### src/rtl/ula_pkg.sv
// rtl/ula_pkg.sv - shared control codes, opcodes and sequencer states for the ULA datapath
package ula_pkg;

    localparam logic [3:0] CLEAR = 4'd0;
    localparam logic [3:0] LOAD  = 4'd1;
    localparam logic [3:0] HOLD  = 4'd2;

    localparam logic [2:0] OP_ADD       = 3'd0;
    localparam logic [2:0] OP_SUB       = 3'd1;
    localparam logic [2:0] OP_AND       = 3'd2;
    localparam logic [2:0] OP_OR        = 3'd3;
    localparam logic [2:0] OP_XOR       = 3'd4;
    localparam logic [2:0] OP_NOT_X     = 3'd5;
    localparam logic [2:0] OP_PASS_Y    = 3'd6;
    localparam logic [2:0] OP_CLEAR_ALL = 3'd7;

    typedef enum logic [2:0] {
        IDLE = 3'd0,
        CLR  = 3'd1,
        LDX  = 3'd2,
        LDY  = 3'd3,
        EXEC = 3'd4,
        FIM  = 3'd5
    } estado_t;

endpackage

### src/rtl/decodifica_op.sv
// rtl/decodifica_op.sv - maps an opcode to the first sequencer state and the unary flag
module decodifica_op
    import ula_pkg::*;
#(
    parameter int W_OP = 3
) (
    input  logic [W_OP-1:0] op,
    output estado_t         primeiro,
    output logic            unario
);

    always_comb begin
        primeiro = LDX;
        unario   = 1'b0;
        if (op == W_OP'(OP_CLEAR_ALL)) begin
            primeiro = CLR;
        end else if (op == W_OP'(OP_PASS_Y)) begin
            primeiro = LDY;
        end
        // only X feeds NOT_X, so Y is skipped after the X load
        if (op == W_OP'(OP_NOT_X)) begin
            unario = 1'b1;
        end
    end

endmodule

### src/rtl/unidade_controle_regs.sv
// rtl/unidade_controle_regs.sv - sequencer driving X/Y/Z register codes and ULA select
module unidade_controle_regs
    import ula_pkg::*;
#(
    parameter int W_CTRL = 4,
    parameter int W_OP   = 3
) (
    input  logic              clock,
    input  logic              reset,
    input  logic              start,
    input  logic [W_OP-1:0]   op,
    input  logic              dado_valido,
    output logic              dado_pronto,
    output logic [W_CTRL-1:0] tx,
    output logic [W_CTRL-1:0] ty,
    output logic [W_CTRL-1:0] tz,
    output logic [W_OP-1:0]   sel_ula,
    output logic              busy,
    output logic              done
);

    localparam logic [W_CTRL-1:0] C_CLEAR = W_CTRL'(CLEAR);
    localparam logic [W_CTRL-1:0] C_LOAD  = W_CTRL'(LOAD);
    localparam logic [W_CTRL-1:0] C_HOLD  = W_CTRL'(HOLD);

    estado_t         estado;
    estado_t         proximo;
    estado_t         primeiro;
    logic            unario;
    logic            unario_reg;
    logic [W_OP-1:0] op_reg;

    decodifica_op #(
        .W_OP(W_OP)
    ) u_decodifica_op (
        .op      (op),
        .primeiro(primeiro),
        .unario  (unario)
    );

    // the unary flag is captured with the opcode so LDX never re-decodes op_reg
    always_ff @(posedge clock or posedge reset) begin
        if (reset) begin
            estado     <= IDLE;
            op_reg     <= '0;
            unario_reg <= 1'b0;
        end else begin
            estado <= proximo;
            if (estado == IDLE && start) begin
                op_reg     <= op;
                unario_reg <= unario;
            end
        end
    end

    always_comb begin
        proximo     = estado;
        tx          = C_HOLD;
        ty          = C_HOLD;
        tz          = C_HOLD;
        sel_ula     = op_reg;
        busy        = 1'b1;
        done        = 1'b0;
        dado_pronto = 1'b0;
        unique case (estado)
            IDLE: begin
                sel_ula = '0;
                busy    = 1'b0;
                if (start) begin
                    proximo = primeiro;
                end
            end
            CLR: begin
                tx      = C_CLEAR;
                ty      = C_CLEAR;
                tz      = C_CLEAR;
                proximo = FIM;
            end
            LDX: begin
                if (dado_valido) begin
                    tx          = C_LOAD;
                    dado_pronto = 1'b1;
                    proximo     = unario_reg ? EXEC : LDY;
                end
            end
            LDY: begin
                if (dado_valido) begin
                    ty          = C_LOAD;
                    dado_pronto = 1'b1;
                    proximo     = EXEC;
                end
            end
            EXEC: begin
                tz      = C_LOAD;
                proximo = FIM;
            end
            FIM: begin
                done    = 1'b1;
                proximo = IDLE;
            end
            default: begin
                proximo = IDLE;
            end
        endcase
    end

endmodule
### config.mk
export PLATFORM = sky130hd
export DESIGN_NAME = unidade_controle_regs
export DESIGN_NICKNAME = d
export VERILOG_FILES = /design/src/rtl/ula_pkg.sv /design/src/rtl/decodifica_op.sv /design/src/rtl/unidade_controle_regs.sv
export SDC_FILE = /design/constraint.sdc
export NUM_CORES = 1
export LEC_CHECK = 0
export CAP_MARGIN = 20
export CORE_MARGIN = 4
export CORE_UTILIZATION = 34
export DETAILED_ROUTE_END_ITERATION = 7
export PLACE_DENSITY = 0.73
export RECOVER_POWER = 50
export SLEW_MARGIN = 0
export SYNTH_ARGS = -nofsm -noshare
export SYNTH_HDL_FRONTEND = slang
export SYNTH_SLANG_ARGS = --single-unit
export TNS_END_PERCENT = 10
### constraint.sdc
create_clock -name clock -period 1.4 [get_ports clock]
set_input_delay 0.14 -clock clock [delete_from_list [all_inputs] [get_ports clock]]
set_output_delay 0.14 -clock clock [all_outputs]
set_load 0.02 [all_outputs]
# ---- Word level (Yosys, flattened, before mapping)
# Index checks and enable logic that the tools add are counted.
# Widths: inputs -> output; s select.
dict set report op_classes {
  n_reduce_logical 5
  mux 17
  eq_ne 11
}
# operator n
set op_table {}
lappend op_table {{$mux 3} 6}
lappend op_table {{$eq 3x3->1 const B} 5}
lappend op_table {{$pmux 2 s2} 3}
lappend op_table {{$pmux 3 s4} 1}
lappend op_table {{$eq 3x2->1 const B} 2}
lappend op_table {{$mux 1} 6}
lappend op_table {{$ne 2x2->1 const B} 3}
lappend op_table {{$reduce_or 2->1} 2}
lappend op_table {{$eq 3x1->1 const B} 1}
lappend op_table {{$logic_not 3->1} 1}
lappend op_table {{$reduce_and 3->1} 1}
lappend op_table {{$mux 2} 1}
lappend op_table {{$logic_and 1x1->1} 1}
dict set report totals {
  in_bits 7
  regBits 7
}

# ---- Longest topological paths before layout
dict set report logic_depth {
  word_depth 5
  mapped_depth 4
  mapped_depth_nobuf 3
}

# ---- Modules after synthesis
# Synthesis repeated with hierarchy kept, for this count alone.
dict set report unflattened {
  cells_unflattened 58
  area_unflattened_um2 559.3
}
# module area_each_um2 seq_area_each_um2 instances cells_each
set modules_own_cells {}
lappend modules_own_cells {unidade_controle_regs 526.8 175.2 1 53}
lappend modules_own_cells {decodifica_op 32.5 0.0 1 5}

# ---- Worst setup path before layout
# OpenSTA, ideal clock, no wires.
dict set report synth_timing {
  path_kind {register to output}
  start {reg estado[1]}
  end {out ty[0]}
  required_time_ns 1.260
  t_arrival_ns 1.342
  n_path_buf 1
  path_slack_ns -0.082
  stages_incl_launch_ff 5
  path_cell_list {dfrtp_1 > clkbuf_1 > nand2_1 > nor2_1 > and2_1}
}
dict set report synth_via {
  elab_chain_len 2
}
# element line_no
set synth_rtl {}
lappend synth_rtl {{start, declared} unidade_controle_regs.sv:26} ;# estado_t estado;
lappend synth_rtl {{start signal, assigned} unidade_controle_regs.sv:48} ;# estado <= proximo;
lappend synth_rtl {{$eq 3x2->1 / $eq 3x1->1 (equally long branches)} unidade_controle_regs.sv:65} ;# unique case (estado)
lappend synth_rtl {{$pmux 2 s2 (*)} unidade_controle_regs.sv:65}
lappend synth_rtl {{end, declared} unidade_controle_regs.sv:15} ;# output logic [W_CTRL-1:0] ty,
# Mark *: on every way between the ends. The rest lies on a longest branch, timed or not.

# ---- Worst setup path in the final report
dict set report layout_timing {
  start {reg estado[0]}
  end {reg op_reg[1]}
}
dict set report layout_via {
  elab_chain_len 2
}
# element line_no
set layout_rtl {}
lappend layout_rtl {{$logic_not 3->1} unidade_controle_regs.sv:49} ;# if (estado == IDLE && start) begin
lappend layout_rtl {{$logic_and 1x1->1} unidade_controle_regs.sv:49}
lappend layout_rtl {{end signal, assigned} unidade_controle_regs.sv:50} ;# op_reg <= op;
lappend layout_rtl {{end, declared} unidade_controle_regs.sv:31} ;# logic [W_OP-1:0] op_reg;
# No other way between the ends.
# A chain may end at the register's enable or synchronous reset.

==> impl_metrics.csv <==
group,metric,value,unit
critical_path,critPathRequiredTime,1540,ps
power_and_ir_drop,power,1720,µW
synthesis,synth_edf_count,0,
finish,drive_gt1_share,40.2,%
synthesis,netlist_area,490,µm²
synthesis,synthTopCellsByArea,"dfrtp_1, buf_4, mux2_4",
power_and_ir_drop,p_int,975,µW
power_and_ir_drop,p_clk_share,11.0,%
finish,fin_nets,90,
grt,first_global_vias,436,
finish,fin_cells,97,
clocking,cts-root-buf,"clkbuf_4",
power_and_ir_drop,switching_share,43.3,%
grt,gr-total-overflow,0,
timing,drv_slew,0,
die,die-area,2110,µm²
critical_path,crit_chain,"buf_6 -> or4b_4 -> mux2_4",
clocking,clock_sinks,7,
power_and_ir_drop,power.switching,745,µW
synthesis,synth_top_area_share,35.7,%
timing,min_period,1540,ps
synthesis,ys_seq_elements,7,
synthesis,syn_inst,54,
grt,grt_pass1_wl,1.86,mm
die,die_w,46.0,µm
critical_path,slowest_stage,"or4b_4",
drt,first_pass_iters,3,
timing,setup_violations,7,
finish,num_antenna_cells,0,
critical_path,critical_path_class,"flop to flop",
power_and_ir_drop,p_seq_share,23.3,%
critical_path,crit_fanout,6,
synthesis,synth.yosys.warnings,0,
synthesis,post_synth.cell_area_avg,9.08,µm²
critical_path,reg2reg_from,"estado[0]$_DFFE_PP0P_",
finish,area_growth,49.5,%
critical_path,setup.worst_path.start_class,"flop",
timing,fmax,647,MHz
critical_path,setup.worst_path.start,"estado[0]$_DFFE_PP0P_",
critical_path,end_kind,"flop",
hold_path,worst_hold_path_type,"input port to async pin",
status,failed_checks,"setup timing",
synthesis,synth_top_cell_by_area,"dfrtp_1",
timing,fin_skew,4.80,ps
power_and_ir_drop,ir_drop,689,µV
drt,drt_iter0_markers,4,
grt,grt_max_degree,11,
synthesis,synth.most_common_cell,"dfrtp_1",
clocking,cts_tree,"done",
clocking,clkLatencyLatePin,260,ps
die,die_h,46.0,µm
synthesis,synth_common_cells,"dfrtp_1, buf_4, nand2b_1",
die,start_util,36.8,%
placed_design,routabilityCongestion,0.698,
placed_design,portBuffers,18,
drt,ant_nets,0,
critical_path,crit_path_max_incr_delay,570,ps
drt,vias,457,
placed_design,dpl_worst_slack,-296,ps
placed_design,hpwl,943,µm
timing,fin_ws,-145,ps
clocking,cts_buffers,3,
die,rows,13,
synthesis,synth.distinct_cells,26,
power_and_ir_drop,p_leak,0.000372,µW
die,core,1330,µm²
timing,rsz0062_at_grt,"yes",
grt,antenna_found_initial,0,
clocking,cts.path.max_buffers,2,
drt,wl_per_cell,12.3,µm
flow_run,maxCapViolations,0,
power_and_ir_drop,power_density,2350,nW/µm²
power_and_ir_drop,power_frac_comb,65.7,%
drt,drc_errors,0,
clocking,clkSlewWorstSetupHoldPaths,60,ps
grt,grtUsageTotal,12.3,%
clocking,htree_levels,1,
timing,fin_hold_ws,247,ps
placed_design,dp.cells,91,
synthesis,synth-async-reset-ratio,100,%
status,outcome,"finished with violations",
drt,wl,1.20,mm
synthesis,ys.flop_type,"dfrtp_1",
synthesis,ys_seq_area_share,35.7,%
critical_path,critical_path_arrival,1690,ps
timing,period_share,110,%
drt,avgViaCountPerCell,4.71,
timing,finalHoldViolations,0,
die,ioPinCount,25,
cells in the final DEF (no fill, tap or decap), drive strengths merged:
master / count
a21oi: 1
o31ai: 1
buf: 20
nand2: 3
nor3b: 1
and3: 1
nand2b: 4
and3b: 1
nor2: 2
dlygate4sd3: 1
a31oi: 1
o21ai: 3
mux2i: 2
clkdlybuf4s15: 3
dfrtp: 7
or4b: 1
and2: 1
o32ai: 1
inv: 2
clkdlybuf4s50: 5
clkinv: 1
nor3: 2
clkbuf: 3
conb: 6
mux2: 3
xor2: 1
nor2b: 3
nand3b: 2
layout make-up:
cell class	count	area (µm²)
clock buffer	3	22.5
clock inverter	1	5.00
fill	127	601
inverter	2	7.51
multi-input combinational	40	272
sequential	7	176
tap	15	18.8
timing repair buffer	29	231
worst paths after layout:
path,end,slack (ps),cells after the start
hold / removal,op_reg[1]$_DFFE_PP0P_,250,2
setup / recovery,op_reg[1]$_DFFE_PP0P_,-140,3
min in group clock,unario_reg$_DFFE_PP0P_,490,3
max in group asynchronous,estado[1]$_DFFE_PP0P_,920,2
hold reg to reg,op_reg[0]$_DFFE_PP0P_,510,1
setup reg to reg,op_reg[1]$_DFFE_PP0P_,-140,3
repair_timing:
action | in CTS | in global routing
setup endpoints to repair | 16 | 14
buffers inserted | 2 | 0
pin swaps | 0 | 0
hold buffers | 0 | 0
gates resized for setup | 45 | 7
gates cloned | 0 | 0
power by group through the flow:
stage / logic, µW / clock network, µW / registers (µW)
floorplan: 697 / 0 / 362
global placement: 1160 / 0 / 399
detailed placement: 1200 / 0 / 398
CTS: 1130 / 194 / 396
global route: 1220 / 207 / 414
finish: 1130 / 189 / 402
through the flow:
stage                     utilization (%)  instance area (µm²)  TNS (ps)
after CTS                            55.0                  733      -878
after detailed placement             53.8                  717     -3180
after global placement               53.8                  717     -3010
after global routing                 55.0                  733     -1490
final                                55.0                  733      -751
after floorplan                         -                  512      -221
logic make-up (layout without fill, tap and decap cells):
logic type / Yosys count / after routing / share of synthesized area, %
other cells: 1 / 6 / 0.765
flops: 7 / 7 / 35.7
compound gates: 7 / 7 / 8.67
xor+xnor: 1 / 1 / 1.79
mux: 5 / 5 / 13.3
buf+inv: 12 / 35 / 14.0
simple gates: 21 / 21 / 25.8
critical path: cells and delay by family (launching register included):
family | cells | cell delay, ps
buffers and inverters | 1 | 130
flip-flops | 1 | 420
multiplexers | 1 | 320
AND/OR/NAND/NOR | 1 | 570
routing by layer:
layer	global-route usage, %	part of all wire [%]	up-vias	wire length (µm)
met5	0	0	-	0
met1	14.2	43	211	509
met3	1.58	6.4	2	77
met4	6.82	1.0	0	12
li1	-	-	226	-
met2	21.4	50	18	595
Power figures use the tool's default switching activity.
